===== config.mk =====
export PLATFORM = sky130hd
export DESIGN_NAME = uart_rx_cfg
export DESIGN_NICKNAME = d
export VERILOG_FILES = /design/src/rtl/uart_pkg.sv /design/src/rtl/uart_sync2.sv /design/src/rtl/uart_rx_cfg.sv
export SDC_FILE = /design/constraint.sdc
export NUM_CORES = 1
export LEC_CHECK = 0
export ABC_AREA = 1
export CORE_AREA = 2 2 72 74
export CTS_BUF_LIST = sky130_fd_sc_hd__clkbuf_8 sky130_fd_sc_hd__clkbuf_16
export DETAILED_ROUTE_END_ITERATION = 10
export DIE_AREA = 0 0 74 76
export DONT_BUFFER_PORTS = 1
export PLACE_DENSITY = 0.56
export SLEW_MARGIN = 5
export SYNTH_ARGS = -nofsm -noshare
export SYNTH_HDL_FRONTEND = slang
export SYNTH_HIERARCHICAL = 1
export SYNTH_SLANG_ARGS = --single-unit

===== constraint.sdc =====
create_clock -name clk -period 1.4 [get_ports clk]
set_input_delay 0.35 -clock clk [delete_from_list [all_inputs] [get_ports clk]]
set_output_delay 0.35 -clock clk [all_outputs]
set_load 0.02 [all_outputs]

===== src/rtl/uart_pkg.sv =====
// Shared UART definitions: receiver FSM state encoding, parity modes and the
// ceil-log2 helper used by the receiver, transmitter and baud generator.
package uart_pkg;

    typedef enum logic [2:0] {
        ST_IDLE   = 3'd0,
        ST_START  = 3'd1,
        ST_DATA   = 3'd2,
        ST_PARITY = 3'd3,
        ST_STOP   = 3'd4
    } uart_state_t;

    localparam logic PAR_MODE_EVEN = 1'b0;
    localparam logic PAR_MODE_ODD  = 1'b1;

    // Minimum one bit so a counter for a single value still has a legal width.
    function automatic int clogb2(input int value);
        int result;
        result = 0;
        for (int v = value - 1; v > 0; v = v >> 1) begin
            result = result + 1;
        end
        if (result < 1) begin
            result = 1;
        end
        return result;
    endfunction

endpackage


===== src/rtl/uart_sync2.sv =====
// Two-flop synchroniser for asynchronous pad inputs (RX data, CTS) with a
// configurable reset value so an idle-high line never looks active out of reset.
module uart_sync2 #(
    parameter logic RESET_VAL = 1'b1
) (
    input  logic clk,
    input  logic i_rst,
    input  logic i_d,
    output logic o_q
);

    logic meta;

    always_ff @(posedge clk) begin
        if (i_rst) begin
            meta <= RESET_VAL;
            o_q  <= RESET_VAL;
        end else begin
            meta <= i_d;
            o_q  <= meta;
        end
    end

endmodule


===== src/rtl/uart_rx_cfg.sv =====
// Parametrised UART receiver: synchronised input, false-start rejection, parity
// check and framing/break detection; results are qualified by one-cycle o_rxdone.
module uart_rx_cfg
    import uart_pkg::*;
#(
    parameter int NB_DATA      = 8,
    parameter int NB_OVS       = 16,
    parameter int NB_STOP_BITS = 1,
    parameter int PARITY_EN    = 0,
    parameter int PARITY_ODD   = 0
) (
    input  logic               clk,
    input  logic               i_rst,
    input  logic               i_tick,
    input  logic               i_rx,
    output logic [NB_DATA-1:0] o_data,
    output logic               o_rxdone,
    output logic               o_parity_err,
    output logic               o_frame_err,
    output logic               o_break
);

    localparam int CNT_W = clogb2(NB_OVS);
    localparam int IDX_W = clogb2(NB_DATA);
    localparam logic [CNT_W-1:0] CNT_HALF      = CNT_W'(NB_OVS / 2 - 1);
    localparam logic [CNT_W-1:0] CNT_FULL      = CNT_W'(NB_OVS - 1);
    localparam logic [IDX_W-1:0] IDX_DATA_LAST = IDX_W'(NB_DATA - 1);
    localparam logic [IDX_W-1:0] IDX_STOP_LAST = IDX_W'(NB_STOP_BITS - 1);
    localparam logic             PAR_MODE      = (PARITY_ODD != 0) ? PAR_MODE_ODD : PAR_MODE_EVEN;

    uart_state_t        state, state_nxt;
    logic               rx_s;
    logic [CNT_W-1:0]   cnt, cnt_nxt;
    logic [IDX_W-1:0]   idx, idx_nxt;
    logic [NB_DATA-1:0] sr, sr_nxt;
    logic               par_err_q, par_err_nxt;
    logic               stop_err_q, stop_err_nxt;
    logic               ones_q, ones_nxt;
    logic               done_nxt;

    uart_sync2 #(.RESET_VAL(1'b1)) u_sync (
        .clk   (clk),
        .i_rst (i_rst),
        .i_d   (i_rx),
        .o_q   (rx_s)
    );

    // The bit index is reused to count stop bits once the data bits are in.
    always_comb begin
        state_nxt    = state;
        cnt_nxt      = cnt;
        idx_nxt      = idx;
        sr_nxt       = sr;
        par_err_nxt  = par_err_q;
        stop_err_nxt = stop_err_q;
        ones_nxt     = ones_q;
        done_nxt     = 1'b0;
        case (state)
            ST_IDLE: begin
                cnt_nxt = '0;
                if (!rx_s) begin
                    state_nxt = ST_START;
                end
            end
            ST_START: begin
                if (i_tick) begin
                    if (cnt == CNT_HALF) begin
                        cnt_nxt = '0;
                        idx_nxt = '0;
                        if (rx_s) begin
                            state_nxt = ST_IDLE;
                        end else begin
                            state_nxt    = ST_DATA;
                            par_err_nxt  = 1'b0;
                            stop_err_nxt = 1'b0;
                            ones_nxt     = 1'b0;
                        end
                    end else begin
                        cnt_nxt = cnt + CNT_W'(1);
                    end
                end
            end
            ST_DATA: begin
                if (i_tick) begin
                    if (cnt == CNT_FULL) begin
                        cnt_nxt = '0;
                        sr_nxt  = {rx_s, sr[NB_DATA-1:1]};
                        if (idx == IDX_DATA_LAST) begin
                            idx_nxt   = '0;
                            state_nxt = (PARITY_EN != 0) ? ST_PARITY : ST_STOP;
                        end else begin
                            idx_nxt = idx + IDX_W'(1);
                        end
                    end else begin
                        cnt_nxt = cnt + CNT_W'(1);
                    end
                end
            end
            ST_PARITY: begin
                if (i_tick) begin
                    if (cnt == CNT_FULL) begin
                        cnt_nxt     = '0;
                        par_err_nxt = (^sr) ^ rx_s ^ PAR_MODE;
                        ones_nxt    = ones_q | rx_s;
                        state_nxt   = ST_STOP;
                    end else begin
                        cnt_nxt = cnt + CNT_W'(1);
                    end
                end
            end
            ST_STOP: begin
                if (i_tick) begin
                    if (cnt == CNT_FULL) begin
                        cnt_nxt      = '0;
                        stop_err_nxt = stop_err_q | ~rx_s;
                        ones_nxt     = ones_q | rx_s;
                        if (idx == IDX_STOP_LAST) begin
                            idx_nxt   = '0;
                            state_nxt = ST_IDLE;
                            done_nxt  = 1'b1;
                        end else begin
                            idx_nxt = idx + IDX_W'(1);
                        end
                    end else begin
                        cnt_nxt = cnt + CNT_W'(1);
                    end
                end
            end
            default: begin
                state_nxt = ST_IDLE;
                cnt_nxt   = '0;
                idx_nxt   = '0;
            end
        endcase
    end

    // Result registers only move on the strobe so they hold between frames.
    always_ff @(posedge clk) begin
        if (i_rst) begin
            state        <= ST_IDLE;
            cnt          <= '0;
            idx          <= '0;
            sr           <= '0;
            par_err_q    <= 1'b0;
            stop_err_q   <= 1'b0;
            ones_q       <= 1'b0;
            o_data       <= '0;
            o_rxdone     <= 1'b0;
            o_parity_err <= 1'b0;
            o_frame_err  <= 1'b0;
            o_break      <= 1'b0;
        end else begin
            state      <= state_nxt;
            cnt        <= cnt_nxt;
            idx        <= idx_nxt;
            sr         <= sr_nxt;
            par_err_q  <= par_err_nxt;
            stop_err_q <= stop_err_nxt;
            ones_q     <= ones_nxt;
            o_rxdone   <= done_nxt;
            if (done_nxt) begin
                o_data       <= sr_nxt;
                o_parity_err <= (PARITY_EN != 0) ? par_err_nxt : 1'b0;
                o_frame_err  <= stop_err_nxt;
                o_break      <= (sr_nxt == '0) && !ones_nxt;
            end
        end
    end

endmodule


* Yosys cells after proc, flatten, opt, wreduce, memory -nomap -nowiden
Index checks and enable logic that the tools add are counted.
** Storage, ports and cells
- Register bits after elaboration :: 33
- Output and inout bits :: 12
- Word-level logic and storage cells :: 94
** Operators by class
- Add/sub/neg operators :: 2
- Equality and inequality tests :: 19
- Mux-type cells :: 46
- Bitwise gates (word level) :: 4
- Reduce and logical (&&, ||, !) cells :: 11
** Operators by type and width (number)
- 3-bit 2-to-1 mux :: 19
- 8-bit 2-to-1 mux :: 3
- 2-bit != test, second input constant :: 11
- 4-bit 2-to-1 mux :: 4
- 3-bit case mux with 5 select lines :: 1
- 1-bit 2-to-1 mux :: 14
- 3-bit case mux with 4 select lines :: 1
- 11-bit AND reduction :: 1
- 8-bit logical NOT :: 1
- 4-bit case mux with 2 select lines :: 1
- 7-bit AND reduction :: 1
- 3-bit by 2-bit == test with 1-bit output, second input constant :: 2
- 3-bit == test, second input constant :: 2
- 3-bit logical NOT :: 2
- 4-bit by 1-bit adder with 4-bit output, second input constant :: 1
- 4-bit by 3-bit == test with 1-bit output, second input constant :: 1
- 4-bit == test, second input constant :: 1
- 1-bit case mux with 2 select lines :: 2
- 2-bit OR reduction :: 2
- 3-bit by 1-bit adder with 3-bit output, second input constant :: 1
- 3-bit by 1-bit == test with 1-bit output, second input constant :: 1
- 3-bit OR reduction :: 1
- 2-bit 2-to-1 mux :: 1
- 2-bit by 1-bit != test with 1-bit output, second input constant :: 1
- 5 further kinds :: 7

* Depth between registers and ports, before layout
- Word-level depth :: 6
- Mapped depth :: 12

* By module
Netlist, hierarchy kept.
** Modules (own cells, without submodules)
- uart_rx_cfg :: times used 1, cells an instance 222, area an instance 1575.3 sq um, sequential area each 620.6 sq um
- uart_sync2 :: times used 1, cells an instance 7, area an instance 58.8 sq um, sequential area each 40.0 sq um

* Worst setup path after synthesis
No wires, ideal clock.
- Kind :: reg2reg
- Start point :: reg cnt[0]
- End point :: reg state[1]
- Library setup time :: 0.125 ns
- Arrival :: 1.346 ns
- Slack :: -0.071 ns
- Stages on the path, launching flop included :: 9
- Period minus slack after synthesis :: 1.471 ns
- Path through :: dfxtp_1 -> ha_1 -> nand2_1 -> nor2_4 -> o21ai_1 -> nor3_2 -> nand3_1 -> nand2_1 -> nor2_2
** Between the ends
- Longest elaborated chain between the ends :: 3
- Elaborated cells on any way between the ends :: 7
** Ends and longest elaborated chain
- start, declared :: RTL line uart_rx_cfg.sv:33 : logic [CNT_W-1:0] cnt, cnt_nxt;
- start signal, assigned :: RTL line uart_rx_cfg.sv:154 : cnt <= cnt_nxt;
- 4-bit == test / 4-bit by 3-bit == test with 1-bit output (equally long branches)
- 2-bit != test (no source line)
- 11-bit AND reduction (no source line) *
- end signal, assigned :: RTL line uart_rx_cfg.sv:153 : state <= state_nxt;
- end, declared :: RTL line uart_rx_cfg.sv:31 : uart_state_t state, state_nxt;
Every way passes the cells marked *; elsewhere a longest branch is shown, timed or not.
A chain may end at the register's enable or synchronous reset.

* Worst setup path in the final report
- Start point :: reg cnt[0]
- End point :: reg o_break
** Between the ends
- Longest elaborated chain between the ends :: 6
- Elaborated cells on any way between the ends :: 16
** Ends and longest elaborated chain
- 4-bit == test / 4-bit by 3-bit == test with 1-bit output (equally long branches)
- 8-bit 2-to-1 mux (tied with other cells) :: RTL line uart_rx_cfg.sv:85 : if (cnt == CNT_FULL) begin
- 8-bit 2-to-1 mux (tied with other cells) :: RTL line uart_rx_cfg.sv:84 : if (i_tick) begin
- 8-bit 2-to-1 mux / 1-bit case mux with 2 select lines (equally long branches) :: RTL line uart_rx_cfg.sv:58 : case (state)
- 8-bit logical NOT / 1-bit logical NOT (equally long branches) :: RTL line uart_rx_cfg.sv:165 : o_break <= (sr_nxt == '0) && !ones_nxt;
- 1-bit logical AND :: RTL line uart_rx_cfg.sv:165
- end signal, assigned :: RTL line uart_rx_cfg.sv:165
- end, declared :: RTL line uart_rx_cfg.sv:20 : output logic o_break
Several ways; a longest one is shown, not always the timed one.

==> results.yml <==
detailed_routing:
  vias_per_cell: 4.42
  drc: 0
  firstDrtPassIters: 4
  routed_wl_um: 3840
  route.vias.total: 1466
  wl_per_cell_um: 11.6
  drtIter0Drc: 106
  ant_nets: 0
setup_path:
  crit_path_start: "cnt[0]"
  crit_arrival_ns: 1.80
  critical_path_class: "reg -> reg"
  r2r-end: "o_break"
  rrSetupSlack_ns: -0.17
  path_depth: 10
  reg2reg_from: "cnt[0]"
  critPathMaxFanout: 4
  cp_slowest_cell: "dfxtp_2"
  slowest_delay_ns: 0.36
  cp.required_ns: 1.63
  worstSetupEndpointType: "register"
  crit_end: "o_break"
  worst_setup_path_start_kind: "register"
  r2r_cells: 10
  path_buf_inv: 2
  cp_top_family: "simple AND/OR/NAND/NOR gates"
  path_cells: "ha_4 > nand3_4 > buf_6 > inv_4 > nand2_4 > nor2_4 > nand3_1 > a21oi_1 > nand3_2 > a21oi_2"
floorplanning:
  start_util_pct: 33.3
  die_width_um: 74
  fp.coreArea_mm2: 0.00491
  dieArea_mm2: 0.00562
  rows: 26
  die_h_um: 76
  io_pins: 16
yosys:
  synth_top_area_share_pct: 40.4
  synth_edf_count: 0
  synth_top_flop_cell: "dfxtp_1"
  syn_area_per_cell_um2: 7.14
  ys_ff_latch: 33
  syn_inst: 229
  synth_area_leader_cell: "dfxtp_1"
  synth-seq-area-share_pct: 40.4
  ys_async_sr_fraction_pct: 0
  synth_area_mm2: 0.00163
  synth_area_leaders: "dfxtp_1 (40%), nand2_1 (11%), inv_1 (5.7%)"
  yosysWarnings: 6
  synthesis.nets: 237
  synth_cell_type_count: 29
global_routing:
  grt_remaining_overflow: 0
  track_usage_pct: 15.4
  grt_first_pass_wirelength_um: 6690
  grt_start_max_net_pins: 21
  antenna_found_initial: 0
  grt_pass1_vias: 1451
finish:
  n_antenna_cell: 0
  fillers: 484
  final_cell_count_no_fill: 332
  utilization_pct: 46.3
  drive_gt1_share_pct: 41.2
  layout_commonest_cell: "nand2_1"
  syn_to_final_growth_pct: 39.2
  final_nets: 269
  final_cell_mix: "nand2_1 (37), dfxtp_1 (29), inv_1 (24)"
power:
  p_per_area_mw_per_mm2: 1240
  p_leak_nw: 1.00
  vdd_ir_drop_max_uv: 667
placed_design:
  dpl.hpwl_um: 2470
  port_buffers: 0
  gp_congestion: 0.785
  dp.cells: 314
cts:
  cts_sinks: 33
  htreeDepth: 2
  cts_tree: "built"
  cts_buffers: 5
  cts_root_buf: "clkbuf_8"
  postCtsHoldBufs: 0
  clkLatencyLatePin_ns: 0.30
  path_clk_slew_ns: 0.08
  cts_buffer_depth: 2
status:
  violations: "setup timing"
  run_status: "finished, violations left"
sta:
  fmax_ghz: 0.638
  drv_slew: 0
  finalSetupViolCount: 21
  period_needed_ns: 1.57
  tightestPinTransition_ns: 0.516
  relSlewSlack_pct: 65.6
  fin_crit_sh_pct: 112
  rsz0062_at_grt: "yes"
  finalHoldViolations: 0
  setup_ws_ns: -0.168
  skew_ns: 0.0132
min_path:
  hold_path_class: "in -> reg"
  min_from: "i_rst"
flow_run:
  maxCapViolations: 0
==> layer usage <==
| layer | up-vias | GRT usage (%) | routed length [µm] |
|---|---|---|---|
| li1 | 786 | - | - |
| met2 | 21 | 24.0 | 1850 |
| met1 | 653 | 19.2 | 1760 |
| met4 | 0 | 5.09 | 51 |
| met5 | - | 0 | 0 |
| met3 | 6 | 5.95 | 183 |
==> cell type report <==
class | count | area (µm²) | share of cell area, %
Clock inverter | 2 | 37.5 | 1.65
Sequential cell | 33 | 666 | 29.3
Timing Repair Buffer | 30 | 279 | 12.3
Tap cell | 70 | 87.6 | 3.85
Inverter | 33 | 129 | 5.67
Clock buffer | 6 | 82.6 | 3.63
Multi-Input combinational cell | 158 | 993 | 43.7
==> flip-flops by register name (all words and copies together), names as in the netlist, 3 cells and up <==
signal and cells:
cnt 4, idx 3, o_data 8, sr 8
state 3
==> cell families (layout without fill, tap and decap cells) <==
group | count (synthesis) | after routing | synth area share [%]
flops | 33 | 33 | 40.4
other cells | 1 | 1 | 0.229
compound gates | 39 | 39 | 13.2
simple gates | 113 | 114 | 33.6
buf+inv | 39 | 71 | 9.49
fa+ha+maj | 4 | 4 | 3.06
==> report_power, final <==
part,internal (mW),switching (mW),total (mW)
Combinational,0.335,0.483,0.818
Sequential,0.986,0.0525,1.04
Clock,0.579,0.380,0.958
Total,1.90,0.915,2.82
==> synth_stat cells, types with 2 or more instances <==
library cell	count
buf_4	2
ha_1	4
a21oi_1	17
nand3_1	17
nor2_2	5
nand2_2	3
clkbuf_1	3
o21ai_1	4
nand2_4	3
nor2_1	25
nand3b_1	2
o21ai_2	3
inv_2	8
nand2_1	48
nor2_4	4
dfxtp_1	33
inv_1	25
o21ai_0	12
==> worst min path at each step <==
stage	to	slack, ns	depth (start not counted)
6_report	cnt[1]	0.10	1
5_1_grt	cnt[1]	0.09	1
4_1_cts	cnt[1]	0.1	1
3_5_place_dp	u_sync/o_q	0.40	2
3_3_place_gp	u_sync/o_q	0.39	2
2_1_floorplan	u_sync/o_q	0.38	2
==> timing repair <==
| item | 4_1_cts | 5_1_grt |
|---|---|---|
| resized for setup | 46 | 24 |
| gates cloned | 2 | 0 |
| setup endpoints to repair | 18 | 29 |
| buffers inserted | 6 | 4 |
| pin swaps | 15 | 9 |
==> per-stage QoR <==
step	setup slack, ns	instance area [µm²]	hold WS [ns]	total power, mW	setup TNS, ns
finish	-0.168	2270	0.103	2.82	-1.88
global placement	-0.146	1870	0.386	1.76	-0.542
floorplan	0.0185	1650	0.380	1.57	0
global route	-0.253	2270	0.0905	2.99	-3.99
detailed placement	-0.155	1870	0.395	1.75	-0.896
CTS	-0.123	2190	0.0976	2.82	-1.09
==> worst register-to-register path: stages, from the launching register on <==
cell     delay [ns]
dfxtp_2        0.36
ha_4           0.16
nand3_4        0.09
buf_6          0.14
inv_4          0.05
nand2_4        0.06
nor2_4         0.17
nand3_1        0.10
a21oi_1        0.17
nand3_2        0.09
a21oi_2        0.11
Power figures use the tool's default switching activity.
